$ cat config.mk
export PLATFORM = sky130hd
export DESIGN_NAME = fp_accum_ctrl
export DESIGN_NICKNAME = d
export VERILOG_FILES = /design/src/rtl/fp_accum_ctrl.sv
export SDC_FILE = /design/constraint.sdc
export NUM_CORES = 1
export LEC_CHECK = 0
export BUFFER_PORTS_ARGS = -buffer_cell sky130_fd_sc_hd__buf_4
export CELL_PAD_IN_SITES_DETAIL_PLACEMENT = 1
export CELL_PAD_IN_SITES_GLOBAL_PLACEMENT = 1
export CORE_MARGIN = 5
export CORE_UTILIZATION = 33
export DETAILED_ROUTE_END_ITERATION = 6
export PLACE_DENSITY = 0.95
export SETUP_SLACK_MARGIN = 0.2
export SYNTH_ARGS = -nofsm -noshare
export SYNTH_HDL_FRONTEND = slang
export SYNTH_SLANG_ARGS = --single-unit
$ cat constraint.sdc
create_clock -name clk -period 3.6 [get_ports clk]
set_input_delay 0.72 -clock clk [delete_from_list [all_inputs] [get_ports clk]]
set_output_delay 0.72 -clock clk [all_outputs]
set_load 0.05 [all_outputs]
$ cat src/rtl/fp_accum_ctrl.sv
// fp_accum_ctrl: sequences one external FP32 adder to reduce groups of
// N_ACC input values into a single sum. The adder registers its operands
// when add_valid is high and returns add_out with add_valid_out one cycle
// later; each result becomes the accumulator operand of the next add.
//
// Optional build macro FP_ACC_ZERO_SKIP_EN: when defined, a +0/-0 input
// (other than the first of a group) is counted without issuing an add,
// taking one cycle instead of two.
module fp_accum_ctrl #(
  parameter int N_ACC = 9,
  parameter int CNT_W = 8
) (
  input  logic        clk,
  input  logic        reset,
  input  logic        clear,
  input  logic        in_valid,
  output logic        in_ready,
  input  logic [31:0] in_data,
  output logic        add_valid,
  output logic [31:0] add_a,
  output logic [31:0] add_b,
  input  logic [31:0] add_out,
  input  logic        add_valid_out,
  output logic        out_valid,
  input  logic        out_ready,
  output logic [31:0] out_data
);

  localparam logic [1:0] ST_ACCEPT = 2'd0;
  localparam logic [1:0] ST_WAIT   = 2'd1;
  localparam logic [1:0] ST_OUT    = 2'd2;

  localparam logic [CNT_W-1:0] N_ACC_C = CNT_W'(N_ACC);
  localparam logic [CNT_W-1:0] CNT_ONE = CNT_W'(1);

  logic [1:0]       state_q, state_d;
  logic [CNT_W-1:0] count_q, count_d;
  logic [31:0]      acc_q, acc_d;
  // Set when a clear abandons an add that is still in flight; the next
  // add_valid_out is that stale result and must be swallowed.
  logic             discard_q, discard_d;

  logic             xfer;
  logic             first_elem;
  logic             skip_zero;
  logic             issue_add;
  logic             take_result;
  logic [CNT_W-1:0] count_inc;
  logic             reach_last;

  // Handshake decode: what happens to the input and adder result this cycle
  always_comb begin
    // A clear cycle accepts nothing so no value is silently consumed.
    in_ready    = (state_q == ST_ACCEPT) && !reset && !clear;
    xfer        = in_valid && in_ready;
    first_elem  = (count_q == '0);
    count_inc   = count_q + CNT_ONE;
    reach_last  = (count_inc == N_ACC_C);
`ifdef FP_ACC_ZERO_SKIP_EN
    // Adding a signed zero cannot change the sum, so it is only counted.
    skip_zero   = xfer && !first_elem && (in_data[30:0] == 31'd0);
`else
    skip_zero   = 1'b0;
`endif
    issue_add   = xfer && !first_elem && !skip_zero;
    take_result = (state_q == ST_WAIT) && add_valid_out && !discard_q &&
                  !clear && !reset;
  end

  // Adder issue port: operands are zero whenever no add is issued
  always_comb begin
    add_valid = issue_add;
    add_a     = 32'd0;
    add_b     = 32'd0;
    if (issue_add) begin
      add_a = acc_q;
      add_b = in_data;
    end
  end

  // Output port: the sum is only presented while the group is complete
  always_comb begin
    out_valid = (state_q == ST_OUT);
    out_data  = out_valid ? acc_q : 32'd0;
  end

  // Next-state, counter and accumulator update
  always_comb begin
    state_d = state_q;
    count_d = count_q;
    acc_d   = acc_q;

    case (state_q)
      ST_ACCEPT: begin
        if (xfer) begin
          if (first_elem) begin
            acc_d   = in_data;
            count_d = CNT_ONE;
            if (N_ACC == 1) begin
              state_d = ST_OUT;
            end
          end else if (skip_zero) begin
            count_d = count_inc;
            if (reach_last) begin
              state_d = ST_OUT;
            end
          end else begin
            state_d = ST_WAIT;
          end
        end
      end
      ST_WAIT: begin
        // No timeout: the adder is trusted to answer every issue.
        if (take_result) begin
          acc_d   = add_out;
          count_d = count_inc;
          state_d = reach_last ? ST_OUT : ST_ACCEPT;
        end
      end
      ST_OUT: begin
        if (out_ready) begin
          count_d = '0;
          state_d = ST_ACCEPT;
        end
      end
      default: begin
        state_d = ST_ACCEPT;
        count_d = '0;
      end
    endcase

    // Abort keeps acc (it is reloaded by the next first element).
    if (clear) begin
      state_d = ST_ACCEPT;
      count_d = '0;
    end
  end

  // Stale-result tracking across a clear that interrupts WAIT
  always_comb begin
    discard_d = discard_q;
    if (add_valid_out) begin
      discard_d = 1'b0;
    end
    if (clear && (state_q == ST_WAIT) && !add_valid_out) begin
      discard_d = 1'b1;
    end
  end

  // State registers with synchronous active-high reset
  always_ff @(posedge clk) begin
    if (reset) begin
      state_q   <= ST_ACCEPT;
      count_q   <= '0;
      acc_q     <= 32'd0;
      discard_q <= 1'b0;
    end else begin
      state_q   <= state_d;
      count_q   <= count_d;
      acc_q     <= acc_d;
      discard_q <= discard_d;
    end
  end

endmodule

* After elaboration in Yosys (flattened, before gate mapping)
Cells that the tools add are included.
Widths: inputs -> output; s select.
** Operators by class
- Add/subtract/negate cells :: 1
- Eq/ne operators :: 8
- Multiplexer cells :: 20
- Reductions and logical operators :: 23
** Operator list (count)
- $mux 32 :: 6
- $pmux 32 s2 :: 1
- $mux 8 :: 4
- $pmux 8 s3 :: 1
- $reduce_and 4->1 :: 3
- $logic_and 1x1->1 :: 10
- $mux 2 :: 5
- $add 8x1->8 const B :: 1
- $eq 8x4->1 const B :: 1
- $logic_not 8->1 :: 1
- $ne 2x2->1 const B :: 4
- $pmux 2 s3 :: 1
- $logic_not 1->1 :: 5
- $reduce_bool 2->1 :: 2
- $eq 2x1->1 const B :: 1
- $eq 2x2->1 const B :: 1
- $logic_not 2->1 :: 1
- $mux 1 :: 2
- $ne 2x1->1 const B :: 1
- $reduce_or 2->1 :: 1
** Storage, ports and cells
- Flip-flop bits (word level) :: 43
- Input port bits :: 70
- Output and inout bits :: 99
- Word-level logic and storage cells :: 56

* Longest topological paths before layout
- Word-level depth :: 7
- Gate-level depth with buffers :: 7
- Depth with buffers taken out :: 6

* Worst setup path before layout
Ideal clock, no wire load.
- Path kind :: input-to-output
- Start point :: input reset
- End point :: output add_b[23]
- Arrival time :: 3.696 ns
- Data required time :: 2.880 ns
- Path slack :: -0.816 ns
- Stages :: 6
- Path buffers :: 2
- Cells stage by stage :: buf_2 > or2_1 > nor3_1 > and3_1 > clkbuf_1 > and2_1
** On the way
- Word-level cells in the longest chain between the ends :: 6
** Ends and longest elaborated chain
- from (decl) :: RTL line 14 : input logic reset,
- $logic_not 1->1 :: RTL line 54 : in_ready = (state_q == ST_ACCEPT) && !reset && !clear;
- $logic_and 1x1->1 (2 in a row) :: RTL line 54
- net in_ready :: RTL line 17 : output logic in_ready,
- $logic_and 1x1->1 :: RTL line 55 : xfer = in_valid && in_ready;
- $logic_and 1x1->1 :: RTL line 65 : issue_add = xfer && !first_elem && !skip_zero;
- net add_valid :: RTL line 19 : output logic add_valid,
- $mux 32 :: RTL line 75 : if (issue_add) begin
- to (decl) :: RTL line 21 : output logic [31:0] add_b,
The timed path passes the listed nets, and every way through them passes these cells.

* Final worst setup path
- Start point :: register count_q[0]
- End point :: output add_b[12]
** On the way
- Word-level cells in the longest chain between the ends :: 4
** Ends and longest elaborated chain
- from (decl) :: RTL line 37 : logic [CNT_W-1:0] count_q, count_d;
- from (signal assigned) :: RTL line 159 : count_q <= count_d;
- $logic_not 8->1 :: RTL line 56 : first_elem = (count_q == '0);
- $logic_not 1->1 :: RTL line 65
- $logic_and 1x1->1 :: RTL line 65
- $mux 32 :: RTL line 75
Every way passes these cells.

==> results.py <==
metrics = {
    "synth": {
        "syn_inst": 349,
        "synth-edff-count": 0,
        "yosys.area.top_type": "dfxtp_1",
        "synth.avg_cell_area_sq_um": 8.42,
        "syn_nets": 422,
        "syn_area_sq_mm": 0.00294,
        "synth_seq_cells": 43,
        "synthFlopType": "dfxtp_1",
        "async_reset_ff_frac": 0,
        "ys_seq_area_frac": 0.293,
        "yosys.area.top_type_share": 0.293,
        "ys_top_cells_by_count": "and2_1 (97), nor2_1 (45), dfxtp_1 (43), mux2i_1 (33), a211oi_2 (29)",
        "ys_types": 36,
        "synth.most_common_cell": "and2_1",
        "yosys-top-cells-area": "dfxtp_1 (29%), and2_1 (21%), a211oi_2 (12%)",
        "yosysWarnings": 0,
    },
    "grt": {
        "antenna_found_initial": 0,
        "grtUsageTotal": 0.191,
        "grt_pass1_wl_mm": 17.5,
        "grt_max_degree": 48,
        "grt_overflow": 0,
        "grt_pass1_vias": 3471,
    },
    "critical_path": {
        "cp.arrival_ns": 2.41,
        "worstPathCellList": "inv_1 -> ha_1 -> nand4b_1 -> and3_4 -> buf_12 -> and2_2 -> buf_4",
        "crit_path_max_fanout": 47,
        "cp_slowest_cell": "dfxtp_1",
        "worst_setup_path_start_kind": "flop",
        "max_stage_delay_ns": 0.49,
        "critPathCaptureType": "primary output",
        "critPathKind": "flop to primary output",
        "cp.required_ns": 2.88,
    },
    "timing": {
        "finalCritPeriodShare": 0.870,
        "period_minus_slack_ns": 3.13,
        "hold_violations": 0,
        "finalSetupViolations": 0,
        "setup_tns_ns": 0,
        "clock_skew_ns": 0.00218,
        "rsz0062_at_grt": "no",
        "worst_slew_pin_slew_ns": 0.729,
        "maxSlewViolCount": 0,
        "fmax_mhz": 319,
        "slew_headroom": 0.513,
    },
    "detailed_routing": {
        "viasPerCell": 5.09,
        "drtPass1Iterations": 4,
        "avgRoutedWirePerCell_microns": 17.3,
        "drt_iter0_markers": 113,
        "drc_errors": 0,
        "wl_mm": 10.6,
        "num_vias": 3128,
        "ant_nets": 0,
    },
    "finish": {
        "insertedDiodeCount": 0,
        "nFillCells": 1047,
        "final_nets": 579,
        "postLayoutCellArea_sq_mm": 0.00446,
        "syn_to_final_growth_pct": 51.6,
        "drive_gt1_frac": 0.524,
    },
    "placed_design": {
        "postPlaceCellArea_sq_mm": 0.00435,
        "io_buffers": 168,
        "place_congestion": 0.800,
        "hpwl_mm": 8.49,
    },
    "pwr": {
        "netSwitchingFraction": 0.251,
        "seq_power_share": 0.485,
        "p_comb_frac": 0.169,
        "p_leak_nw": 2.15,
        "internal_power_uw": 791,
        "switchingPower_uw": 266,
        "ir_drop_mv": 0.124,
        "clkPwrFrac": 0.345,
        "power_density_mw_per_mm2": 237,
    },
    "run_status": {
        "status": "complete, no violations",
    },
    "die": {
        "fp.coreArea_sq_mm": 0.00872,
        "rows": 34,
        "die_area_sq_mm": 0.0109,
        "pin_count": 169,
        "initial_core_util": 0.337,
        "die_height_microns": 104,
        "die_x_microns": 104,
    },
    "run": {
        "maxCapViolations": 0,
    },
    "worst_hold_path": {
        "hp-class": "flop to flop",
    },
    "clock_tree": {
        "cts_tree": "done",
        "clock_latency_ns": 0.29,
        "clk_pin_slew_ns": 0.08,
        "clock-root-buffer": "clkbuf_8",
        "postCtsSetupBuffers": 0,
        "numCtsBuffers": 5,
        "cts_htree_levels": 2,
        "clockBufferDepth": 2,
        "numClockSinks": 43,
    },
}
-- state kept, by name, indices dropped and copies added, names as in the netlist --
register	count
acc_q	32
count_q	8
state_q	2
discard_q	1
-- cells by family (layout without fill, tap and decap cells) --
kind of cell / after synthesis / count (layout) / share of synthesized area
adder cells (fa/ha/maj): 3 / 3 / 0.0128
AO/OA/AOI/OAI: 59 / 59 / 0.195
flip-flops: 43 / 43 / 0.293
multiplexers: 33 / 33 / 0.112
buffers and inverters: 30 / 187 / 0.0511
AND/OR/NAND/NOR: 181 / 181 / 0.336
-- layer usage --
layer / track usage / part of all wire
met5: 0 / 0
met4: 0.0509 / 0.019
met3: 0.0379 / 0.055
met2: 0.370 / 0.56
met1: 0.207 / 0.37
-- stage by stage --
stage          hold WS (ns)  setup WS, ns   util  total power, mW  std cells
6_report              0.512         0.469  0.511             1.06        614
2_1_floorplan         0.461         0.179      -            0.616        349
4_1_cts               0.506         0.358  0.510             1.07        614
3_5_place_dp          0.490         0.523  0.499            0.705        607
5_1_grt               0.534         0.285  0.511             1.10        614
3_3_place_gp          0.477         0.614  0.499            0.694        607
-- power groups by stage --
stage                     clock network (mW)  registers, mW  logic (mW)
after floorplan                            0          0.517      0.0991
after global placement                     0          0.522       0.172
after detailed placement                   0          0.524       0.181
after CTS                              0.377          0.513       0.182
after global routing                   0.391          0.517       0.197
final                                  0.365          0.513       0.179
-- cell usage in the layout (no fill, tap or decap), types with 12 or more instances in the layout --
cell type,netlist,final
buf_4,3,175
and2_1,97,50
dfxtp_1,43,43
and2_2,0,47
a211oi_2,29,29
mux2i_1,33,33
nor2_1,45,45
nand2_1,12,12
-- worst max-delay path, delay by kind of cell, from the launching register on --
family	cells	cell delay (ns)
adder cells (fa/ha/maj)	1	0.22
buffers and inverters	3	0.55
flip-flops	1	0.49
AND/OR/NAND/NOR	3	0.84
-- path summary, 6_finish.rpt --
| path | startpoint | to | slack (ns) | cells after the start |
|---|---|---|---|---|
| worst min-delay path | count_q[7] | count_q[7] | 0.51 | 1 |
| worst max register to register | count_q[5] | acc_q[16] | 1.42 | 6 |
| worst min register to register | count_q[7] | count_q[7] | 0.51 | 1 |
| worst max-delay path | count_q[0] | add_b[12] | 0.47 | 7 |
-- area by class of cell --
type | instances | area (sq um) | share of cell area
multi-input combinational | 276 | 2010 | 0.451
timing repair buffer | 176 | 1330 | 0.299
sequential | 43 | 861 | 0.193
tap | 108 | 135 | 0.0303
clock buffer | 6 | 72.6 | 0.0163
clock inverter | 1 | 30.0 | 0.00674
inverter | 4 | 15.0 | 0.00337
-- what timing repair did --
| action | in CTS | in global routing |
|---|---|---|
| setup endpoints to repair | 0 | 12 |
| gates resized for setup | 0 | 1 |
| hold buffers | 0 | 0 |
Note: power is estimated with default switching activity, not from simulation.
